--- config.mk ---
export PLATFORM = sky130hd
export DESIGN_NAME = sys_result_writer
export DESIGN_NICKNAME = d
export VERILOG_FILES = /design/src/rtl/sys_result_writer.sv
export SDC_FILE = /design/constraint.sdc
export NUM_CORES = 1
export LEC_CHECK = 0
export ABC_AREA = 0
export CORE_UTILIZATION = 50
export CTS_CLUSTER_SIZE = 25
export DETAILED_ROUTE_END_ITERATION = 12
export PLACE_DENSITY = 0.71
export SYNTH_ARGS = -nofsm -noshare
export SYNTH_HDL_FRONTEND = slang
export SYNTH_SLANG_ARGS = --single-unit
--- constraint.sdc ---
create_clock -name clk -period 2.9 [get_ports clk]
set_input_delay 0.435 -clock clk [delete_from_list [all_inputs] [get_ports clk]]
set_output_delay 0.435 -clock clk [all_outputs]
set_load 0.01 [all_outputs]
--- src/rtl/sys_result_writer.sv ---
// Write-back stage: buffers systolic result rows in a small FIFO and serialises them into word writes.
// Optional ReLU clamp on written words when WB_RELU_EN is defined.
module sys_result_writer #(
  parameter int datawith   = 16,
  parameter int array_size = 2,
  parameter int addr_width = 10,
  parameter int fifo_depth = 4
) (
  input  logic                           clk,
  input  logic                           rst_n,
  input  logic                           write_start,
  input  logic [addr_width-1:0]          addr_des,
  input  logic [3:0]                     row_count,
  input  logic                           result_valid,
  input  logic [array_size*datawith-1:0] result_in,
  output logic                           result_ready,
  output logic                           mem_we,
  output logic [addr_width-1:0]          mem_addr,
  output logic [datawith-1:0]            mem_wdata,
  input  logic                           mem_ready,
  output logic                           busy,
  output logic                           write_done,
  output logic [1:0]                     dbg_state
);

  localparam int CW = (array_size > 1) ? $clog2(array_size) : 1;
  localparam int PW = $clog2(fifo_depth);
  localparam int RW = array_size * datawith;

  typedef enum logic [1:0] {
    IDLE = 2'd0,
    RUN  = 2'd1,
    DONE = 2'd2
  } state_t;

  state_t                state;
  logic [RW-1:0]         fifo_mem [fifo_depth];
  logic [PW-1:0]         wr_ptr;
  logic [PW-1:0]         rd_ptr;
  logic [PW:0]           count;
  logic [addr_width-1:0] base;
  logic [3:0]            rows_total;
  logic [4:0]            rows_accepted;
  logic [4:0]            rows_written;
  logic [CW-1:0]         col;

  logic                  fifo_full;
  logic                  fifo_empty;
  logic                  push;
  logic                  word_ack;
  logic                  last_col;
  logic                  pop;
  logic [datawith-1:0]   head_word;
  logic [datawith-1:0]   out_word;
  logic [addr_width-1:0] word_addr;

  // Handshakes: a row moves when result_valid && result_ready, a word moves when
  // mem_we && mem_ready; the offering side holds its payload stable until the transfer.
  assign fifo_full    = (count == (PW+1)'(fifo_depth));
  assign fifo_empty   = (count == '0);
  assign result_ready = (state == RUN) && !fifo_full && (rows_accepted < {1'b0, rows_total});
  assign mem_we       = (state == RUN) && !fifo_empty;
  assign push         = result_valid && result_ready;
  assign word_ack     = mem_we && mem_ready;
  assign last_col     = (col == CW'(array_size - 1));
  assign pop          = word_ack && last_col;

  assign head_word = fifo_mem[rd_ptr][col*datawith +: datawith];
`ifdef WB_RELU_EN
  assign out_word  = head_word[datawith-1] ? '0 : head_word;
`else
  assign out_word  = head_word;
`endif

  // Address arithmetic wraps silently at the memory size.
  assign word_addr = base + addr_width'(rows_written * array_size) + addr_width'(col);
  assign mem_addr  = mem_we ? word_addr : '0;
  assign mem_wdata = mem_we ? out_word : '0;

  assign busy       = (state != IDLE);
  assign write_done = (state == DONE);
  assign dbg_state  = state;

  // Row storage carries no reset; the read side is qualified by occupancy.
  always_ff @(posedge clk) begin
    if (push) fifo_mem[wr_ptr] <= result_in;
  end

  always_ff @(posedge clk or negedge rst_n) begin
    if (!rst_n) begin
      state         <= IDLE;
      wr_ptr        <= '0;
      rd_ptr        <= '0;
      count         <= '0;
      base          <= '0;
      rows_total    <= '0;
      rows_accepted <= '0;
      rows_written  <= '0;
      col           <= '0;
    end else begin
      case (state)
        IDLE: begin
          if (write_start) begin
            base          <= addr_des;
            rows_total    <= row_count;
            rows_accepted <= '0;
            rows_written  <= '0;
            col           <= '0;
            wr_ptr        <= '0;
            rd_ptr        <= '0;
            count         <= '0;
            state         <= (row_count == 4'd0) ? DONE : RUN;
          end
        end
        RUN: begin
          if (push) begin
            wr_ptr        <= wr_ptr + 1'b1;
            rows_accepted <= rows_accepted + 5'd1;
          end
          if (pop) rd_ptr <= rd_ptr + 1'b1;
          if (push && !pop)      count <= count + 1'b1;
          else if (!push && pop) count <= count - 1'b1;
          if (word_ack) begin
            if (last_col) begin
              col          <= '0;
              rows_written <= rows_written + 5'd1;
              if ((rows_written + 5'd1) == {1'b0, rows_total}) state <= DONE;
            end else begin
              col <= col + 1'b1;
            end
          end
        end
        DONE:    state <= IDLE;
        default: state <= IDLE;
      endcase
    end
  end

endmodule

==> results.txt <==
----------------------------------------------------
[Run status]
  Status ... completed

[Die]
  Initial Utilization ... 0.512
  Die extent in y ... 121 um
  Area of the core region ... 13,800 um^2
  Area of the die ... 14,600 um^2
  Die width ... 121 um
  # IOs ... 83
  Floorplan row count ... 43

[Timing]
  Count of endpoints failing hold in the final timing report ... 0
  Share of the cycle needed by the critical path after routing ... 0.974
  Number of setup violations in the final report ... 0
  Final min period ... 2820 ps
  Smallest hold slack ... 424 ps
  Worst slew pin tran ... 731 ps
  Final clock skew ... 8.87 ps
  Slew Viols, Final ... 0
  Worst slew slack as a fraction of its limit ... 0.513
  Achievable clock frequency ... 0.354 GHz

[Yosys]
  Count of cell types in the netlist ... 53
  EDFF count, synth ... 128
  Proportion of synthesized chip area in sequential cells ... 0.663
  Total nets after synthesis ... 551
  Syn. warnings ... 0
  Register bit total from synthesis ... 162
  Count of mapped cells out of synthesis ... 483
  Dominant synthesized flop cell ... edfxtp_1
  Post-Synthesis Mean Instance Area ... 14.7 um^2
  Post-synthesis async set-or-reset flop share ... 0.210
  Mapped cell area ... 7080 um^2

[Clock network]
  Worst-case clock buffer depth ... 2
  Number of CTS-inserted buffers ... 17
  Root buffer selected by CTS ... clkbuf_16
  Clock tree from TritonCTS ... yes
  Clock latency on the worst-skew pair ... 420 ps
  Clock sink total ... 162
  CTS H-tree lvls ... 4
  Clock Pin Slew Worst Setup and Hold Paths ... 60 ps

[Route]
  Remaining antenna violation count after routing ... 0
  Sum of routed wire length over all layers ... 14.7 mm
  Average vias per placed instance ... 5.46
  DRC violation count after routing ... 0
  Total number of vias ... 4,234
  Mean routed wirelength per cell ... 18.9 um
  Initial DRC count ... 273
  First-pass DRT Iterations ... 5

[Worst setup path]
  Data arrival time of the critical path ... 2390 ps
  CP Data Required Time ... 2470 ps
  Maximum cell stage delay along the critical path ... 390 ps
  Crit Path Max Fanout ... 4
  Type of origin of the critical path ... flip-flop
  Critical Path End Type ... output pin
  R2R depth ... 9
  Sequence of cells on the critical path ... ha_1 > fa_2 > a21o_1 > a21oi_2 > o21a_1 > o21ai_0 > a21oi_1 > clkbuf_2
  Path type of the worst setup path ... reg -> out
  Worst-case register-to-register setup slack ... 550 ps
  Worst-path cell with the longest stage delay ... dfrtp_1

[Placement]
  Sum of net half-perimeters after detailed placement ... 9.10 mm
  Count of buffers from port buffering ... 82
  Post-DP Area ... 8170 um^2
  GP Congestion ... 0.806

[Cells and area]
  Diodes inserted ... 0
  Final cell utilization of the core ... 0.642
  Share of post-route cells with drive strength above 1 ... 0.174
  Flip-flop and latch area ... 4700 um^2
  Fill cell total of the finished layout ... 1,016
  Final Instance Area ... 8880 um^2
  Area taken by multi-input logic gates ... 2260 um^2
  Final layout net count ... 651
  Synth-to-layout area growth ... 25.3%

[GRT]
  First-pass GRT wire length ... 23.3 mm
  Maximum number of pins on one net before global-route repair ... 35
  Number of global-route vias before repair ... 4,373
  Initial antenna violation count ... 0
  Grt ovf ... 0
  Global-route usage over all layers ... 0.216

[Power]
  Worst supply voltage drop on vdd ... 0.000782 V
  Ratio of total power to cell area ... 1040 nW/um^2
  Leakage power figure ... 3.24 nW

[Hold path]
  Worst hold path type ... in -> async

[Run]
  Reported max-cap violation count ... 0

----------------------------------------------------
Yosys cell counts (7+ instances only):
cell	n	area (um^2)
buf_2	9	45.0
inv_1	14	52.6
xnor2_1	10	87.6
edfxtp_1	128	3840
and2_1	7	43.8
mux4_2	32	721
dfrtp_1	34	851
ha_1	15	188
clkbuf_1	7	26.3
nor2_1	19	71.3
nand3_1	9	45.0
a21oi_1	26	130
nand2_1	84	315
o21ai_0	21	105
state kept, by name, summed over array words and instances (netlist names):
signal	count
wr_ptr	2
rd_ptr	2
rows_accepted	5
count	3
rows_written	5
base	10
fifo_mem	128
dbg_state	2
col	1
rows_total	4
path summary, 6_finish.rpt:
kind | startpoint | end
max | base[0] | mem_addr[6]
min | rst_n | rows_total[3]
max reg2reg | rows_total[3] | count[2]
min reg2reg | base[5] | base[5]
max in group asynchronous | rst_n | rd_ptr[0]
min in group clk | base[5] | base[5]
metrics by stage:
step,cells,power (W),TNS [ps],setup WS [ps]
detailed placement,740,0.00682,0,74.1
global route,776,0.00977,-8.28,-6.10
floorplan,483,0.00548,0,307
global placement,740,0.00674,0,131
finish,776,0.00925,0,75.6
CTS,774,0.00928,-57.3,-57.3
cells by family after synthesis:
kind of cell	after synthesis	share of synthesized area
flops	162	0.663
simple gates	148	0.0965
compound gates	68	0.0572
buf+inv	38	0.0249
mux	35	0.106
fa+ha+maj	17	0.0322
xor+xnor	15	0.0205
routing by layer:
metal,GRT usage,part of all wire,vias up
li1,-,-,1995
met1,0.279,0.44,2133
met2,0.362,0.51,100
met3,0.0522,0.044,6
met4,0.0648,0.0062,0
met5,0,0,-
layout by cell type, fill, tap and decap left out, types with 6 or more instances in the layout:
cell type,n
nor2b_1,6
mux4_2,32
inv_1,14
nand2_1,84
nor2_1,19
clkbuf_16,17
ha_1,13
a21oi_1,23
and2_1,7
clkdlybuf4s50_1,77
dfrtp_1,33
nand3_1,9
o21ai_0,20
buf_4,20
xnor2_1,10
edfxtp_1,128
critical path, delay by kind of cell (launching register included):
| family | cells | cell delay (ps) |
|---|---|---|
| AO/OA/AOI/OAI | 5 | 830 |
| adder cells (fa/ha/maj) | 2 | 600 |
| buffers and inverters | 1 | 150 |
| flip-flops | 1 | 390 |
power by group:
part / total, W / switching (W) / internal, W
sequential: 0.00333 / 0.000266 / 0.00306
combinational: 0.00349 / 0.00180 / 0.00169
clock: 0.00244 / 0.000966 / 0.00147
total: 0.00925 / 0.00303 / 0.00622
cell type report:
| class | instances | area share |
|---|---|---|
| clock inverter | 15 | 0.0248 |
| multi-input combinational | 283 | 0.255 |
| tap | 180 | 0.0254 |
| timing repair buffer | 104 | 0.112 |
| inverter | 15 | 0.00634 |
| clock buffer | 17 | 0.0479 |
| sequential | 162 | 0.529 |
what timing repair did:
action,4_1_cts,5_1_grt
endpoints found under the hold margin,0,0
setup endpoints to repair,6,6
cloned,0,0
hold buffers,0,0
resized for setup,10,12
setup buffers,2,2
pin swaps,0,2
Note: power is estimated with default switching activity, not from simulation.
